$ cat src/rtl/vga_layer_mixer_pkg.sv
// Shared constants and types for the VGA layer mixer: colour defaults,
// screen geometry and the alert FSM state encoding.
package vga_layer_mixer_pkg;

  localparam int          VGA_RGB_W  = 12;
  localparam logic [11:0] VGA_BLACK  = 12'h000;
  localparam logic [11:0] VGA_BG     = 12'h000;
  localparam int          VGA_H_RES  = 640;
  localparam int          VGA_V_RES  = 480;

  typedef enum logic {
    ST_IDLE = 1'b0,
    ST_RING = 1'b1
  } alert_state_e;

endpackage

$ cat src/rtl/vga_layer_mixer_blink_divider.sv
// Blink phase generator: free-running divider that flips the blink phase every
// BLINK_DIV clocks. A synchronous restart forces the counter to zero and the
// phase to 1 so a fresh alert always starts visible. o_toggle strobes in the
// cycle whose clock edge will flip the phase.
module vga_layer_mixer_blink_divider #(
  parameter int BLINK_DIV   = 16666666,
  parameter int BLINK_CNT_W = 24
) (
  input  logic clock,
  input  logic reset,
  input  logic i_restart,
  output logic o_blink,
  output logic o_toggle
);

  localparam logic [BLINK_CNT_W-1:0] CNT_MAX = BLINK_CNT_W'(BLINK_DIV - 1);

  logic [BLINK_CNT_W-1:0] r_cnt;
  logic                   r_blink;
  logic                   w_wrap;

  assign w_wrap   = (r_cnt == CNT_MAX);
  assign o_toggle = w_wrap & ~i_restart;
  assign o_blink  = r_blink;

  // Half-period counter and blink phase, with restart taking priority over wrap.
  always_ff @(posedge clock or posedge reset) begin
    if (reset) begin
      r_cnt   <= {BLINK_CNT_W{1'b0}};
      r_blink <= 1'b0;
    end else if (i_restart) begin
      r_cnt   <= {BLINK_CNT_W{1'b0}};
      r_blink <= 1'b1;
    end else if (w_wrap) begin
      r_cnt   <= {BLINK_CNT_W{1'b0}};
      r_blink <= ~r_blink;
    end else begin
      r_cnt   <= r_cnt + {{(BLINK_CNT_W-1){1'b0}}, 1'b1};
    end
  end

endmodule

$ cat src/rtl/vga_layer_mixer.sv
// VGA layer mixer: priority-merges NUM_LAYERS {on, RGB} sources (index 0 wins),
// gates alert layers with a blinking, acknowledgeable alert FSM and registers
// the final colour once per pixel_tick.
// Optional feature macro: VGA_MIXER_CURSOR_EN adds a cursor_on input that
// inverts the selected colour while the blink phase is high.
module vga_layer_mixer
  import vga_layer_mixer_pkg::*;
#(
  parameter int               NUM_LAYERS    = 4,
  parameter int               RGB_W         = VGA_RGB_W,
  parameter int               BLINK_DIV     = 16666666,
  parameter int               BLINK_CNT_W   = 24,
  parameter int               ALERT_TOGGLES = 32,
  parameter logic [RGB_W-1:0] BG_COLOR      = RGB_W'(VGA_BG)
) (
  input  logic                        clock,
  input  logic                        reset,
  input  logic                        pixel_tick,
  input  logic                        video_on,
  input  logic [NUM_LAYERS-1:0]       layer_on,
  input  logic [NUM_LAYERS*RGB_W-1:0] layer_rgb,
  input  logic [NUM_LAYERS-1:0]       layer_gate,
  input  logic [NUM_LAYERS-1:0]       layer_alert,
  input  logic                        alert_req,
  input  logic                        alert_ack,
`ifdef VGA_MIXER_CURSOR_EN
  input  logic                        cursor_on,
`endif
  output logic                        alert_active,
  output logic                        alert_timeout,
  output logic                        blink,
  output logic [RGB_W-1:0]            RGB
);

  localparam int             TOG_W    = (ALERT_TOGGLES > 1) ? $clog2(ALERT_TOGGLES) : 1;
  localparam logic [TOG_W-1:0] TOG_LAST = TOG_W'(ALERT_TOGGLES - 1);

  alert_state_e          r_state;
  logic [TOG_W-1:0]      r_tog_cnt;
  logic                  r_alert_timeout;
  logic [RGB_W-1:0]      r_rgb;

  logic                  w_restart;
  logic                  w_toggle;
  logic                  w_blink;
  logic [NUM_LAYERS-1:0] w_visible;
  logic [RGB_W-1:0]      w_sel_rgb;
  logic [RGB_W-1:0]      w_mix_rgb;
  logic [RGB_W-1:0]      w_next_rgb;

  // Acknowledge always beats a request arriving in the same cycle.
  assign w_restart = alert_req & ~alert_ack;

  vga_layer_mixer_blink_divider #(
    .BLINK_DIV   (BLINK_DIV),
    .BLINK_CNT_W (BLINK_CNT_W)
  ) u_blink_divider (
    .clock     (clock),
    .reset     (reset),
    .i_restart (w_restart),
    .o_blink   (w_blink),
    .o_toggle  (w_toggle)
  );

  // Alert FSM: enter/restart on request, leave on ack or after the toggle budget.
  always_ff @(posedge clock or posedge reset) begin
    if (reset) begin
      r_state         <= ST_IDLE;
      r_tog_cnt       <= {TOG_W{1'b0}};
      r_alert_timeout <= 1'b0;
    end else begin
      r_alert_timeout <= 1'b0;
      case (r_state)
        ST_IDLE: begin
          if (w_restart) begin
            r_state   <= ST_RING;
            r_tog_cnt <= {TOG_W{1'b0}};
          end else begin
            r_state   <= ST_IDLE;
          end
        end
        ST_RING: begin
          if (alert_ack) begin
            r_state <= ST_IDLE;
          end else if (alert_req) begin
            r_tog_cnt <= {TOG_W{1'b0}};
          end else if (w_toggle) begin
            if (r_tog_cnt == TOG_LAST) begin
              r_state         <= ST_IDLE;
              r_alert_timeout <= 1'b1;
            end else begin
              r_tog_cnt <= r_tog_cnt + {{(TOG_W-1){1'b0}}, 1'b1};
            end
          end else begin
            r_state <= ST_RING;
          end
        end
        default: begin
          r_state <= ST_IDLE;
        end
      endcase
    end
  end

  assign alert_active  = (r_state == ST_RING);
  assign alert_timeout = r_alert_timeout;
  assign blink         = w_blink;

  // Alert layers only show while an alert rings and the blink phase is high.
  assign w_visible = layer_on & layer_gate &
                     (~layer_alert | {NUM_LAYERS{alert_active & w_blink}});

  // Priority mux: scan from lowest priority up so the lowest visible index wins.
  always_comb begin
    w_sel_rgb = BG_COLOR;
    for (int i = NUM_LAYERS - 1; i >= 0; i--) begin
      if (w_visible[i]) begin
        w_sel_rgb = layer_rgb[i*RGB_W +: RGB_W];
      end else begin
        w_sel_rgb = w_sel_rgb;
      end
    end
  end

  // Cursor inversion (optional) and blanking outside the visible region.
  always_comb begin
`ifdef VGA_MIXER_CURSOR_EN
    if (cursor_on & w_blink) begin
      w_mix_rgb = ~w_sel_rgb;
    end else begin
      w_mix_rgb = w_sel_rgb;
    end
`else
    w_mix_rgb = w_sel_rgb;
`endif
    if (video_on) begin
      w_next_rgb = w_mix_rgb;
    end else begin
      w_next_rgb = {RGB_W{1'b0}};
    end
  end

  // Output pixel register, advanced only on pixel_tick.
  always_ff @(posedge clock or posedge reset) begin
    if (reset) begin
      r_rgb <= {RGB_W{1'b0}};
    end else if (pixel_tick) begin
      r_rgb <= w_next_rgb;
    end else begin
      r_rgb <= r_rgb;
    end
  end

  assign RGB = r_rgb;

endmodule

$ cat config.mk
export PLATFORM = sky130hd
export DESIGN_NAME = vga_layer_mixer
export DESIGN_NICKNAME = d
export VERILOG_FILES = /design/src/rtl/vga_layer_mixer_pkg.sv /design/src/rtl/vga_layer_mixer_blink_divider.sv /design/src/rtl/vga_layer_mixer.sv
export SDC_FILE = /design/constraint.sdc
export NUM_CORES = 1
export LEC_CHECK = 0
export BUFFER_PORTS_ARGS = -buffer_cell sky130_fd_sc_hd__clkbuf_2
export CORE_UTILIZATION = 56
export CTS_CLUSTER_SIZE = 14
export DETAILED_ROUTE_END_ITERATION = 6
export PLACE_DENSITY = 0.86
export SYNTH_ARGS = -nofsm -noshare
export SYNTH_HDL_FRONTEND = slang
export SYNTH_SLANG_ARGS = --single-unit
$ cat constraint.sdc
create_clock -name clock -period 5.8 [get_ports clock]
set_clock_uncertainty 0.1 [all_clocks]
set_input_delay 0.29 -clock clock [delete_from_list [all_inputs] [get_ports clock]]
set_output_delay 0.29 -clock clock [all_outputs]
set_load 0.01 [all_outputs]
Word level (Yosys, flattened, before mapping)
Index checks and enable logic that the tools add are counted.

storage, ports and cells
  register bits after elaboration = 44
  input bits = 66
  output and inout port bits = 15
  word-level logic and storage cells = 53

cells by class
  add/subtract/negate cells = 2
  equal/unequal tests = 6
  multiplexer cells = 26
  bitwise gates (word level) = 11
  reduce and logical (&&, ||, !) cells = 2

operators by type and width
  cell                                                                      count
  12-bit 2-to-1 mux                                                         5
  24-bit 2-to-1 mux                                                         2
  5-bit 2-to-1 mux                                                          5
  24-bit by 1-bit adder with 24-bit output (second input constant)          1
  24-bit == test (second input constant)                                    1
  1-bit 2-to-1 mux                                                          12
  5-bit one-hot mux with 2 select lines                                     1
  4-bit AND                                                                 2
  5-bit by 1-bit adder with 5-bit output (second input constant)            1
  5-bit == test (second input constant)                                     1
  1-bit NOT                                                                 4
  4-bit NOT                                                                 1
  4-bit OR                                                                  1
  4-bit AND reduction                                                       1
  1-bit AND                                                                 3
  3-bit by 2-bit inequality test with 1-bit output (second input constant)  1
  3-bit inequality test (second input constant)                             1
  2-bit by 1-bit inequality test with 1-bit output (second input constant)  1
  2-bit inequality test (second input constant)                             1
  1-bit one-hot mux with 2 select lines                                     1
  2-bit nonzero test                                                        1

Depth between registers and ports, before layout
  depth after elaboration = 8
  mapped depth = 7
  depth with buffers taken out = 7

Cells and area by module
From an unflattened synthesis, not the netlist that was laid out.

unflattened totals
  cells, all modules = 313
  area total of the unflattened synthesis = 2767.7 um^2

by module, submodules not included
  module                         times used  cells an instance  area an instance (um^2)  sequential area each (um^2)
  vga_layer_mixer                1           170                1447.6                   475.5
  vga_layer_mixer_blink_divider  1           143                1320.0                   625.6

Least setup slack after synthesis
No wires, ideal clock.

  path kind = register -> register
  from = reg r_tog_cnt[0]
  to = reg r_tog_cnt[0]
  setup time = 0.101 ns
  arrival time = 2.068 ns
  data required time = 5.599 ns
  slack = 3.531 ns
  cell stages (with the launch flop) = 8
  buffers on the path = 0
  clock period less this slack = 2.269 ns
  cell sequence = dfrtp_1 ha_1 and3_1 ha_1 or3b_2 nor4_2 nand2_1 o311ai_2

on the way
  longest elaborated chain between the ends = 6
  elaborated cells on any way between the ends = 9
  classes of those cells = 1 x add/sub; 2 x eq/ne; 5 x mux; 1 x reduce/logical

ends and longest elaborated chain
  what                                    RTL line               source
  start: declaration                      vga_layer_mixer.sv:39  logic [TOG_W-1:0] r_tog_cnt;
  start signal: assignment                vga_layer_mixer.sv:69  r_tog_cnt <= {TOG_W{1'b0}};
  start signal: assignment                vga_layer_mixer.sv:77  r_tog_cnt <= {TOG_W{1'b0}};
  start signal: assignment                vga_layer_mixer.sv:86  r_tog_cnt <= {TOG_W{1'b0}};
  5-bit by 1-bit adder with 5-bit output  vga_layer_mixer.sv:92  r_tog_cnt <= r_tog_cnt + {{(TOG_W-1){1'b0}}, 1'b1};
  5-bit 2-to-1 mux                        vga_layer_mixer.sv:88  if (r_tog_cnt == TOG_LAST) begin
  5-bit 2-to-1 mux                        vga_layer_mixer.sv:87  end else if (w_toggle) begin
  5-bit 2-to-1 mux                        vga_layer_mixer.sv:85  end else if (alert_req) begin
  5-bit 2-to-1 mux                        vga_layer_mixer.sv:83  if (alert_ack) begin
  5-bit one-hot mux with 2 select lines   vga_layer_mixer.sv:73  case (r_state)

Several ways; a longest one is shown, not always the timed one. The select of a mux whose other input is x is not followed.
A chain may end at the register's enable or synchronous reset.

Worst setup path in the final report
Ends and elaborated chain as after synthesis.

==> results.rst <==
.. list-table::
   :header-rows: 1

   * - Metric
     - Value
   * - Outcome
     - finished, violations left
   * - Violated checks
     - design-rule violations, negative hold slack
   * - Commonest cells after routing, fill and taps aside
     - clkbuf_2 (80), dfrtp_1 (44), nand2_1 (29), nor2_1 (29)
   * - Final cycle utilization of the critical path
     - 42.4%
   * - Type of the worst setup path
     - reg -> reg
   * - Post-CTS sizing
     - 0
   * - Peak clock frequency supported by timing
     - 407 MHz
   * - Number of max-slew violations in the final report
     - 0
   * - Total standard cell area after synthesis
     - 2650 µm²
   * - Share of cells above drive strength 1
     - 28.0%
   * - Most common cell after layout, fill and taps aside
     - clkbuf_2
   * - Wire per inst
     - 15.3 µm
   * - Data arrival, critical path
     - 2.57 ns
   * - Num CTS Buffers
     - 5
   * - Maximum fanout count along the critical path
     - 5
   * - R2R setup slack
     - 3.34 ns
   * - Layout overhead on the synthesized area
     - 20.4%
   * - Vertical die dimension
     - 70.7 µm
   * - Initial standard-cell utilization of the core
     - 59.5%
   * - Maximum number of pins on one net before global-route repair
     - 45
   * - Endpoints failing setup
     - 0
   * - Antenna Nets Post-Route
     - 0
   * - GR Overflow Total
     - 0
   * - Sequential share of power
     - 48.3%
   * - Share of the yosys chip area belonging to registers
     - 41.6%
   * - Clock network power share
     - 35.4%
   * - Setup TNS
     - 0 ns
   * - Number of vias after detailed routing
     - 2503
   * - Hold slack final
     - -0.00254 ns
   * - Critical Path End Type
     - register
   * - Final count of hold timing violations
     - 13
   * - Total leakage power
     - 1.56 nW
   * - Total track usage
     - 26.7%
   * - Die outline area
     - 5000 µm²
   * - Horiz. Die Dim
     - 70.7 µm
   * - Global-route wire length before repair
     - 10600 µm
   * - Number of synthesized flops with an enable pin
     - 0
   * - Placed wire-length estimate after detailed placement
     - 4610 µm
   * - Synth warn
     - 0
   * - Number of sinks on the clock net
     - 44
   * - Cell variety after synth
     - 53
   * - Unrepaired setup endpoints after global routing
     - no
   * - Multi-input gate area
     - 1410 µm²
   * - CTS Buffer Depth
     - 2
   * - Number of vias per cell
     - 6.02
   * - Number of maximum-capacitance constraint violations
     - 0
   * - Final WL
     - 6350 µm
   * - Total setup buffers inserted after CTS
     - 0
   * - Part of the power in combinational logic
     - 16.4%
   * - Core region area
     - 4440 µm²
   * - Sequential cell area
     - 1100 µm²
   * - Count of nets after finishing
     - 433
   * - Buffers added on ports
     - 80
   * - Starting DRC count in detailed routing
     - 179
   * - Asr flop ratio synth
     - 100%
   * - Hold bufs inserted after CTS
     - 0
   * - Most used flip-flop cell after synthesis
     - dfrtp_1
   * - Max H-tree Level
     - 2
   * - Synth Instances
     - 287
   * - CTS tree
     - built
   * - Root buffer selected by CTS
     - clkbuf_8
   * - Antenna violations before repair
     - 0
   * - Number of antenna repair diodes
     - 0
   * - Later-pin clock latency in the skew report
     - 0.30 ns
   * - Pre-Repair DR Iteration Count
     - 6
   * - Least-Margin Pin Slew
     - 1.01 ns
   * - Switching power share of the total
     - 26.0%
   * - Total internal power
     - 0.000537 W
   * - Ratio of total power to cell area
     - 228 nW/µm²
   * - I/O pin cnt
     - 81
   * - Sum of internal, switching and leakage power
     - 0.000726 W
   * - Switching power
     - 0.000188 W
   * - Average footprint of a synthesized cell
     - 9.22 µm²
   * - Number of rows in the core area
     - 24
   * - Synthesized Nets
     - 357
   * - Remaining max-slew budget at the tightest pin
     - 32.1%
   * - Startpoint Class
     - register
   * - Filler cells
     - 337
   * - Largest voltage drop on the vdd net
     - 129 µV
   * - DRC
     - 2
   * - Number of global-route vias before repair
     - 2451
   * - CP Data Required Time
     - 5.91 ns
   * - #FFs+latches synth
     - 44
   * - Routability Congestion
     - 0.858
   * - Clock period minus worst slack
     - 2.46 ns
   * - Class of the tightest hold or removal check
     - in -> async
   * - Clock Pin Slew Worst Setup and Hold Paths
     - 0.08 ns
[power groups by stage]
stage	combinational [W]	clock, W	sequential (W)
after detailed placement	0.000118	0	0.000355
final	0.000119	0.000257	0.000350
after global routing	0.000132	0.000270	0.000355
after floorplan	0.0000690	0	0.000355
after CTS	0.000119	0.000260	0.000349
after global placement	0.000115	0	0.000354
[routing by layer]
layer  GRT usage (%)  wire length, µm  vias up
li1                -                -     1215
met1            32.1             2770     1196
met2            46.8             3190       84
met3            5.84              303        8
met4            10.4               90        0
met5               0                0        -
[through the flow]
stage	setup slack [ns]	area, µm²	cells	utilization [%]
after CTS	3.34	3190	416	71.7
after global routing	3.19	3190	416	71.7
after floorplan	3.53	2650	287	-
after detailed placement	3.38	3060	408	68.9
after global placement	3.44	3060	408	68.9
final	3.34	3190	416	71.7
[cell usage after synthesis, types with 2 or more instances]
| cell type | n | area, µm² |
|---|---|---|
| xor2_1 | 11 | 96.3 |
| buf_4 | 2 | 15.0 |
| nand4b_1 | 2 | 17.5 |
| and3_1 | 2 | 12.5 |
| a21oi_1 | 24 | 120 |
| nor4_1 | 3 | 18.8 |
| ha_1 | 4 | 50.1 |
| a221o_1 | 24 | 240 |
| nand3_1 | 8 | 40.0 |
| or4b_1 | 2 | 20.0 |
| or4_1 | 4 | 30.0 |
| buf_2 | 2 | 10.0 |
| inv_1 | 18 | 67.6 |
| nand2b_1 | 3 | 18.8 |
| clkbuf_1 | 8 | 30.0 |
| o21ai_0 | 7 | 35.0 |
| nand4_1 | 8 | 50.1 |
| mux2i_1 | 2 | 20.0 |
| o31ai_1 | 4 | 30.0 |
| or3_1 | 7 | 43.8 |
| dfrtp_1 | 44 | 1100 |
| and4_1 | 6 | 52.6 |
| nor3b_1 | 3 | 22.5 |
| nand2_1 | 29 | 109 |
| or3b_2 | 2 | 17.5 |
| and2_1 | 3 | 18.8 |
| nor2_1 | 29 | 109 |
[registers in the layout, indices dropped and copies added, names as in the netlist]
| signal | count |
|---|---|
| alert_active | 1 |
| RGB | 12 |
| r_tog_cnt | 5 |
| u_blink_divider.r_cnt | 24 |
| alert_timeout | 1 |
| u_blink_divider.o_blink | 1 |
[cell type report]
class,count,share of cell area [%]
multi-input cells,212,44.3
flip-flops and latches,44,34.6
repair buffers,82,13.0
clock buffers,7,3.02
inverters,18,2.12
well taps,52,2.04
clock inverters,1,0.942
[critical path, cell delays in order (launching register included)]
cell      delay (ns)
dfrtp_1         0.44
ha_1            0.25
and3_1          0.19
ha_1            0.18
or3b_2          0.47
nor4_2          0.30
nand2_1         0.17
o311ai_2        0.28
[path summary, 6_finish.rpt]
| kind | start | endpoint | cells after the start |
|---|---|---|---|
| min in group clock | alert_ack | alert_timeout | 2 |
| min | reset | RGB[1] | 3 |
| max in group asynchronous | reset | u_blink_divider.r_cnt[10] | 3 |
| min reg2reg | RGB[10] | RGB[10] | 1 |
| max | r_tog_cnt[0] | r_tog_cnt[0] | 7 |
| max reg2reg | r_tog_cnt[0] | r_tog_cnt[0] | 7 |
[cell families (layout without fill, tap and decap cells)]
| kind of cell | after synthesis | after routing | synth area share [%] |
|---|---|---|---|
| AND/OR/NAND/NOR | 122 | 122 | 25.9 |
| AO/OA/AOI/OAI | 72 | 72 | 20.9 |
| flip-flops | 44 | 44 | 41.6 |
| buffers and inverters | 31 | 108 | 5.06 |
| XOR/XNOR | 12 | 12 | 3.97 |
| adder cells (fa/ha/maj) | 4 | 4 | 1.89 |
| multiplexers | 2 | 2 | 0.757 |
Note: power is estimated with default switching activity, not from simulation.
